File: config.mk
export PLATFORM = sky130hd
export DESIGN_NAME = seg_scan_decoder
export DESIGN_NICKNAME = d
export VERILOG_FILES = /design/src/rtl/clock_pkg.sv /design/src/rtl/seg7_to_bcd.sv /design/src/rtl/seg_scan_decoder.sv
export SDC_FILE = /design/constraint.sdc
export NUM_CORES = 1
export LEC_CHECK = 0
export BUFFER_PORTS_ARGS = -buffer_cell sky130_fd_sc_hd__buf_2
export CAP_MARGIN = 5
export CORE_ASPECT_RATIO = 0.6
export CORE_MARGIN = 2
export CORE_UTILIZATION = 60
export CTS_CLUSTER_DIAMETER = 50
export CTS_CLUSTER_SIZE = 25
export DETAILED_ROUTE_END_ITERATION = 7
export PLACE_DENSITY = 0.76
export SETUP_SLACK_MARGIN = 0.05
export SYNTH_ARGS = -nofsm -noshare
export SYNTH_HDL_FRONTEND = slang
export SYNTH_HIERARCHICAL = 1
export SYNTH_SLANG_ARGS = --single-unit
File: constraint.sdc
create_clock -name clk -period 7.25 [get_ports clk]
set_clock_uncertainty 0.05 [all_clocks]
set_input_delay 0.725 -clock clk [delete_from_list [all_inputs] [get_ports clk]]
set_output_delay 0.725 -clock clk [all_outputs]
set_load 0.05 [all_outputs]
File: src/rtl/clock_pkg.sv
// Shared constants for the 7-segment scan readback path: segment codes,
// anode digit indices and the scan FSM encoding.
package clock_pkg;

    localparam logic [6:0] SEG_0 = 7'b0000001;
    localparam logic [6:0] SEG_1 = 7'b1001111;
    localparam logic [6:0] SEG_2 = 7'b0010010;
    localparam logic [6:0] SEG_3 = 7'b0000110;
    localparam logic [6:0] SEG_4 = 7'b1001100;
    localparam logic [6:0] SEG_5 = 7'b0100100;
    localparam logic [6:0] SEG_6 = 7'b0100000;
    localparam logic [6:0] SEG_7 = 7'b0001111;
    localparam logic [6:0] SEG_8 = 7'b0000000;
    localparam logic [6:0] SEG_9 = 7'b0000100;

    localparam logic [1:0] IDX_H1 = 2'd3;
    localparam logic [1:0] IDX_H2 = 2'd2;
    localparam logic [1:0] IDX_M1 = 2'd1;
    localparam logic [1:0] IDX_M2 = 2'd0;

    typedef enum logic [1:0] {
        WAIT   = 2'd0,
        SETTLE = 2'd1,
        SAMPLE = 2'd2
    } scan_state_e;

    typedef enum logic [1:0] {
        AN_BLANK,
        AN_ONE,
        AN_MULTI
    } anode_class_e;

    function automatic anode_class_e anode_class(input logic [3:0] an);
        case (an)
            4'b1111:                            return AN_BLANK;
            4'b0111, 4'b1011, 4'b1101, 4'b1110: return AN_ONE;
            default:                            return AN_MULTI;
        endcase
    endfunction

    // Only meaningful when anode_class() reports AN_ONE.
    function automatic logic [1:0] anode_index(input logic [3:0] an);
        case (an)
            4'b0111: return IDX_H1;
            4'b1011: return IDX_H2;
            4'b1101: return IDX_M1;
            default: return IDX_M2;
        endcase
    endfunction

endpackage

File: src/rtl/seg7_to_bcd.sv
// Inverse of the display encoder: active-low 7-segment pattern to a decimal
// digit, with valid low for any pattern the encoder never produces.
module seg7_to_bcd
    import clock_pkg::*;
(
    input  logic [6:0] seg,
    output logic [3:0] value,
    output logic       valid
);

    always_comb begin
        value = 4'd0;
        valid = 1'b1;
        case (seg)
            SEG_0:   value = 4'd0;
            SEG_1:   value = 4'd1;
            SEG_2:   value = 4'd2;
            SEG_3:   value = 4'd3;
            SEG_4:   value = 4'd4;
            SEG_5:   value = 4'd5;
            SEG_6:   value = 4'd6;
            SEG_7:   value = 4'd7;
            SEG_8:   value = 4'd8;
            SEG_9:   value = 4'd9;
            default: valid = 1'b0;
        endcase
    end

endmodule

File: src/rtl/seg_scan_decoder.sv
// Readback monitor for the multiplexed 4-digit display bus: recovers H1..M2,
// range-checks them and publishes whole frames only.
module seg_scan_decoder
    import clock_pkg::*;
#(
    parameter int SETTLE_CYCLES  = 8,
    parameter int TIMEOUT_CYCLES = 2000000,
    parameter int CNT_W          = 21
) (
    input  logic       clk,
    input  logic       rst,
    input  logic [6:0] segments,
    input  logic [3:0] anode_active,
    output logic [1:0] H1,
    output logic [3:0] H2,
    output logic [2:0] M1,
    output logic [3:0] M2,
    output logic       frame_valid,
    output logic       seg_err,
    output logic       stalled
);

    localparam logic [CNT_W-1:0] SETTLE_LAST = CNT_W'(SETTLE_CYCLES - 1);
    localparam logic [CNT_W-1:0] TIMEOUT_C   = CNT_W'(TIMEOUT_CYCLES);

    logic [6:0]       seg_s1_q, seg_s1_d, seg_s2_q, seg_s2_d, seg_p_q, seg_p_d;
    logic [3:0]       an_s1_q, an_s1_d, an_s2_q, an_s2_d, an_p_q, an_p_d;
    scan_state_e      state_q, state_d;
    logic [CNT_W-1:0] cnt_q, cnt_d;
    logic [3:0]       mask_q, mask_d;
    logic [1:0]       sh_h1_q, sh_h1_d, h1_q, h1_d;
    logic [3:0]       sh_h2_q, sh_h2_d, h2_q, h2_d;
    logic [2:0]       sh_m1_q, sh_m1_d, m1_q, m1_d;
    logic [3:0]       sh_m2_q, sh_m2_d, m2_q, m2_d;
    logic             fv_q, fv_d, err_q, err_d, stalled_q, stalled_d;

    logic [3:0]   dec_val;
    logic         dec_ok;
    logic         anode_chg, any_chg, sample_bad;
    anode_class_e an_cls;
    logic [1:0]   an_idx;

    seg7_to_bcd u_dec (
        .seg   (seg_s2_q),
        .value (dec_val),
        .valid (dec_ok)
    );

    assign anode_chg = (an_s2_q != an_p_q);
    assign any_chg   = anode_chg || (seg_s2_q != seg_p_q);
    assign an_cls    = anode_class(an_s2_q);
    assign an_idx    = anode_index(an_s2_q);

    // Hours may not exceed 23: the H1/H2 pair is checked against whichever
    // half of it is already held in the shadow.
    always_comb begin
        sample_bad = !dec_ok;
        case (an_idx)
            IDX_H1: if (dec_val > 4'd2 ||
                        (dec_val == 4'd2 && mask_q[IDX_H2] && sh_h2_q > 4'd3))
                        sample_bad = 1'b1;
            IDX_H2: if (mask_q[IDX_H1] && sh_h1_q == 2'd2 && dec_val > 4'd3)
                        sample_bad = 1'b1;
            IDX_M1: if (dec_val > 4'd5) sample_bad = 1'b1;
            default: ;
        endcase
    end

    always_comb begin
        seg_s1_d  = segments;
        seg_s2_d  = seg_s1_q;
        seg_p_d   = seg_s2_q;
        an_s1_d   = anode_active;
        an_s2_d   = an_s1_q;
        an_p_d    = an_s2_q;
        state_d   = state_q;
        cnt_d     = cnt_q;
        mask_d    = mask_q;
        sh_h1_d   = sh_h1_q;
        sh_h2_d   = sh_h2_q;
        sh_m1_d   = sh_m1_q;
        sh_m2_d   = sh_m2_q;
        h1_d      = h1_q;
        h2_d      = h2_q;
        m1_d      = m1_q;
        m2_d      = m2_q;
        fv_d      = 1'b0;
        err_d     = err_q;
        stalled_d = stalled_q && !anode_chg;

        case (state_q)
            WAIT: begin
                if (any_chg) begin
                    cnt_d   = '0;
                    state_d = SETTLE;
                end else if (cnt_q == TIMEOUT_C) begin
                    stalled_d = 1'b1;
                end else begin
                    cnt_d = cnt_q + 1'b1;
                end
            end
            SETTLE: begin
                if (any_chg) begin
                    cnt_d = '0;
                end else if (cnt_q == SETTLE_LAST) begin
                    cnt_d = '0;
                    case (an_cls)
                        AN_ONE:   state_d = SAMPLE;
                        AN_BLANK: state_d = WAIT;
                        default: begin
                            err_d   = 1'b1;
                            mask_d  = 4'b0000;
                            state_d = WAIT;
                        end
                    endcase
                end else begin
                    cnt_d = cnt_q + 1'b1;
                end
            end
            SAMPLE: begin
                cnt_d = '0;
                // A change landing in this very cycle means the value is not settled.
                if (any_chg) begin
                    state_d = SETTLE;
                end else begin
                    state_d = WAIT;
                    if (sample_bad) begin
                        err_d  = 1'b1;
                        mask_d = 4'b0000;
                    end else begin
                        mask_d[an_idx] = 1'b1;
                        case (an_idx)
                            IDX_H1:  sh_h1_d = dec_val[1:0];
                            IDX_H2:  sh_h2_d = dec_val;
                            IDX_M1:  sh_m1_d = dec_val[2:0];
                            default: sh_m2_d = dec_val;
                        endcase
                    end
                end
            end
            default: begin
                state_d = WAIT;
                cnt_d   = '0;
            end
        endcase

        if (mask_d == 4'b1111) begin
            h1_d   = sh_h1_d;
            h2_d   = sh_h2_d;
            m1_d   = sh_m1_d;
            m2_d   = sh_m2_d;
            fv_d   = 1'b1;
            mask_d = 4'b0000;
        end
    end

    always_ff @(posedge clk) begin
        if (rst) begin
            seg_s1_q  <= '0;
            seg_s2_q  <= '0;
            seg_p_q   <= '0;
            an_s1_q   <= '0;
            an_s2_q   <= '0;
            an_p_q    <= '0;
            state_q   <= WAIT;
            cnt_q     <= '0;
            mask_q    <= '0;
            sh_h1_q   <= '0;
            sh_h2_q   <= '0;
            sh_m1_q   <= '0;
            sh_m2_q   <= '0;
            h1_q      <= '0;
            h2_q      <= '0;
            m1_q      <= '0;
            m2_q      <= '0;
            fv_q      <= 1'b0;
            err_q     <= 1'b0;
            stalled_q <= 1'b0;
        end else begin
            seg_s1_q  <= seg_s1_d;
            seg_s2_q  <= seg_s2_d;
            seg_p_q   <= seg_p_d;
            an_s1_q   <= an_s1_d;
            an_s2_q   <= an_s2_d;
            an_p_q    <= an_p_d;
            state_q   <= state_d;
            cnt_q     <= cnt_d;
            mask_q    <= mask_d;
            sh_h1_q   <= sh_h1_d;
            sh_h2_q   <= sh_h2_d;
            sh_m1_q   <= sh_m1_d;
            sh_m2_q   <= sh_m2_d;
            h1_q      <= h1_d;
            h2_q      <= h2_d;
            m1_q      <= m1_d;
            m2_q      <= m2_d;
            fv_q      <= fv_d;
            err_q     <= err_d;
            stalled_q <= stalled_d;
        end
    end

    assign H1          = h1_q;
    assign H2          = h2_q;
    assign M1          = m1_q;
    assign M2          = m2_q;
    assign frame_valid = fv_q;
    assign seg_err     = err_q;
    assign stalled     = stalled_q;

endmodule

==> impl_metrics.yaml <==
timing:
  finalMaxSlewViolations: 0
  fin_crit_sh_pct: 50.3
  setup_viol: 0
  rsz0062_at_grt: "no"
  clock.fmax_mhz: 274
  finalSetupTns_ns: 0
  fin_crit_ns: 3.65
  hold_violations: 0
  worst_pin_slew_ns: 0.725
  max_slew_margin_pct: 51.6
  hold-worst-slack_ns: 0.388
worst_setup_path:
  crit_slowest_cell: "or4_4"
  crit_family: "simple AND/OR/NAND/NOR gates"
  critPathMaxFanout: 18
  r2r_start: "seg_p_d[5]$_SDFF_PP0_"
  cp-endpoint: "M1[2]$_SDFFE_PP0N_"
  critPathArrivalTime_ns: 3.85
  regToRegEndpoint: "M1[2]$_SDFFE_PP0N_"
  r2r_slack_ns: 3.60
  rr_worst_depth: 11
  crit_top_cell: "a21oi_1"
  crit_chain: "and4b_2, a21oi_1, o22ai_1, a21oi_1, o21ai_0, a32oi_1, and4_1, a21boi_4, a21oi_2, or4_4, mux2_4"
  start_kind: "register"
  setup.worst_path.class: "register to register"
  critPathMaxStageDelay_ns: 0.67
  crit_start: "seg_p_d[5]$_SDFF_PP0_"
  worst-path-buf-inv: 0
  cp.depth: 11
  cp.required_ns: 7.46
  cp-end-kind: "register"
min_path:
  hp-class: "register to register"
layout:
  diodes: 0
  syn_to_final_growth_pct: 9.43
  drive_above_1_share_pct: 16.9
  nNetsFinal: 435
  finalNonFillerCells: 504
yosys:
  async_reset_ff_share_pct: 0
  synth_edf_count: 0
  synth_top_area_share_pct: 46.0
  synth_largest_area_cell: "dfxtp_1"
  avgSynthCellArea_um2: 9.84
  synth.distinct_cells: 60
  yosysSeqAreaShare_pct: 46.0
  netlist_area_mm2: 0.00388
  ys_warn_count: 6
  ys_ff_latch: 89
  synthTopCellsByArea: "dfxtp_1, nor2b_1, xor2_1, nor2_1, mux2i_1"
  synth_ff_type: "dfxtp_1"
  synthesis.nets: 413
  synthCells: 394
cts:
  ctsHoldBuffers: 0
  cts_buffers: 9
  cts_resized: 0
  clk_pin_slew_ns: 0.08
  clock_sinks: 89
  tritoncts: "done"
  h-tree-depth: 3
  cts_setup_buffers: 0
  cts_max_path_buffers: 2
  clk_latency_ns: 0.37
  root_buffer: "clkbuf_8"
route:
  vias_per_cell: 5.36
  firstDrtPassIters: 4
  route.met2.wl_um: 2770
  m1WireLength_um: 3640
  vias: 2703
  met3_length_um: 577
  antenna_left: 0
  wl_um: 7090
  drt-wirelength-per-cell_um: 14.1
  drc: 0
  maxUsedRoutingLayer: "met4"
  drt_iter0_markers: 141
pwr:
  ir_drop_uv: 164
  p_per_area_mw_per_mm2: 225
  design_power_total_mw: 0.954
  leakage_nw: 1.74
global_route:
  grt_pass1_wl_um: 11700
  grt_use_total_pct: 22.0
  grt_pass1_vias: 2346
  antenna_found_initial: 0
  overflow: 0
  grt_max_degree: 70
floorplan:
  dieArea_mm2: 0.00714
  die_w_um: 108
  ios: 29
  core-area_mm2: 0.00617
  dieHeight_um: 66.3
  initial_core_util_pct: 62.9
  rows: 22
run_status:
  status: "complete, no violations"
place:
  port_buffers: 28
  dp_hpwl_um: 4880
  finalWeightedCongestion: 0.845
  placedCellCount: 489
job:
  drv_cap: 0
==> worst min-delay path by stage <==
stage	start	to	slack, ns	cells past startpoint
global placement	seg_s1_q[3]$_SDFF_PP0_	seg_p_d[3]$_SDFF_PP0_	0.37	1
detailed placement	an_s1_q[1]$_SDFF_PP0_	an_p_d[1]$_SDFF_PP0_	0.37	1
floorplan	an_s1_q[0]$_SDFF_PP0_	an_p_d[0]$_SDFF_PP0_	0.36	1
global route	an_s1_q[2]$_SDFF_PP0_	an_p_d[2]$_SDFF_PP0_	0.41	1
CTS	an_s1_q[1]$_SDFF_PP0_	an_p_d[1]$_SDFF_PP0_	0.39	1
finish	an_s1_q[1]$_SDFF_PP0_	an_p_d[1]$_SDFF_PP0_	0.39	1
==> Yosys cell counts, types with 7 or more instances <==
| cell | number |
|---|---|
| dfxtp_1 | 89 |
| nor2b_1 | 47 |
| nor2_1 | 45 |
| xor2_1 | 25 |
| nand2_1 | 18 |
| nand3_1 | 15 |
| mux2i_1 | 14 |
| a21oi_1 | 12 |
| clkbuf_1 | 11 |
| mux2_2 | 8 |
| o21ai_0 | 8 |
| inv_1 | 7 |
==> report_power, final <==
part | total, mW | switching, mW | internal [mW]
clock | 0.383 | 0.163 | 0.221
sequential | 0.507 | 0.00983 | 0.498
combinational | 0.0631 | 0.0375 | 0.0256
total | 0.954 | 0.210 | 0.744
==> sequential cells by signal, indices dropped and copies added, names as in the netlist, 2 cells and up <==
register / count
an_p_q: 4
sh_m2_q: 4
an_p_d: 4
cnt_q: 21
state_q: 2
an_s1_q: 4
M2: 4
seg_p_q: 7
sh_h1_q: 2
H1: 2
sh_h2_q: 4
sh_m1_q: 3
mask_q: 4
H2: 4
seg_s1_q: 7
M1: 3
seg_p_d: 7
==> final cells by class <==
class / instances / area, µm²
Tap cell: 84 / 105
Sequential cell: 89 / 1780
Timing Repair Buffer: 29 / 148
Multi-Input combinational cell: 280 / 1950
Fill cell: 493 / 1920
Clock buffer: 13 / 169
Inverter: 7 / 26.3
Clock inverter: 2 / 60.1
==> per-layer routing <==
layer	track usage, %	up-vias
met1	32.5	1229
li1	-	1386
met4	7.69	0
met3	8.28	7
met2	28.6	81
met5	0	-
==> kinds of logic (layout without fill, tap and decap cells) <==
group                      Yosys count  count (layout)  synth area share [%]
DFF                                 89              89                  46.0
and+or+nand+nor                    170             170                  24.7
xor gates and xnor gates            32              32                  7.42
muxes                               27              27                  7.88
buffers and inverters               25              51                  3.68
adders and majority gates            7               7                  2.19
AOI/OAI and AO/OA                   44              44                  8.13
==> worst register-to-register path, delay by kind of cell, from the launching register on <==
family / cells / cell delay [ns]
AND/OR/NAND/NOR: 3 / 1.33
AO/OA/AOI/OAI: 7 / 1.30
multiplexers: 1 / 0.35
flip-flops: 1 / 0.52
==> metrics by stage <==
step / area [µm²] / util (%) / worst slack [ns]
3_5_place_dp: 4010 / 65.1 / 3.67
6_report: 4240 / 68.8 / 3.60
4_1_cts: 4240 / 68.8 / 3.61
3_3_place_gp: 4010 / 65.1 / 3.77
2_1_floorplan: 3880 / - / 3.93
5_1_grt: 4240 / 68.8 / 3.40
==> cells in the final DEF (no fill, tap or decap), drive strengths merged, types with 3 or more instances in the layout <==
master,n
dfxtp,89
nor2b,48
nor2,45
buf,29
xor2,26
nand2,18
nand3,15
mux2i,14
a21oi,13
clkbuf,13
mux2,13
o21ai,9
inv,7
nor3,7
xnor2,6
ha,6
nand4,5
and3,4
and3b,4
nor4,4
and4b,4
nand4b,3
Note: power is estimated with default switching activity, not from simulation.
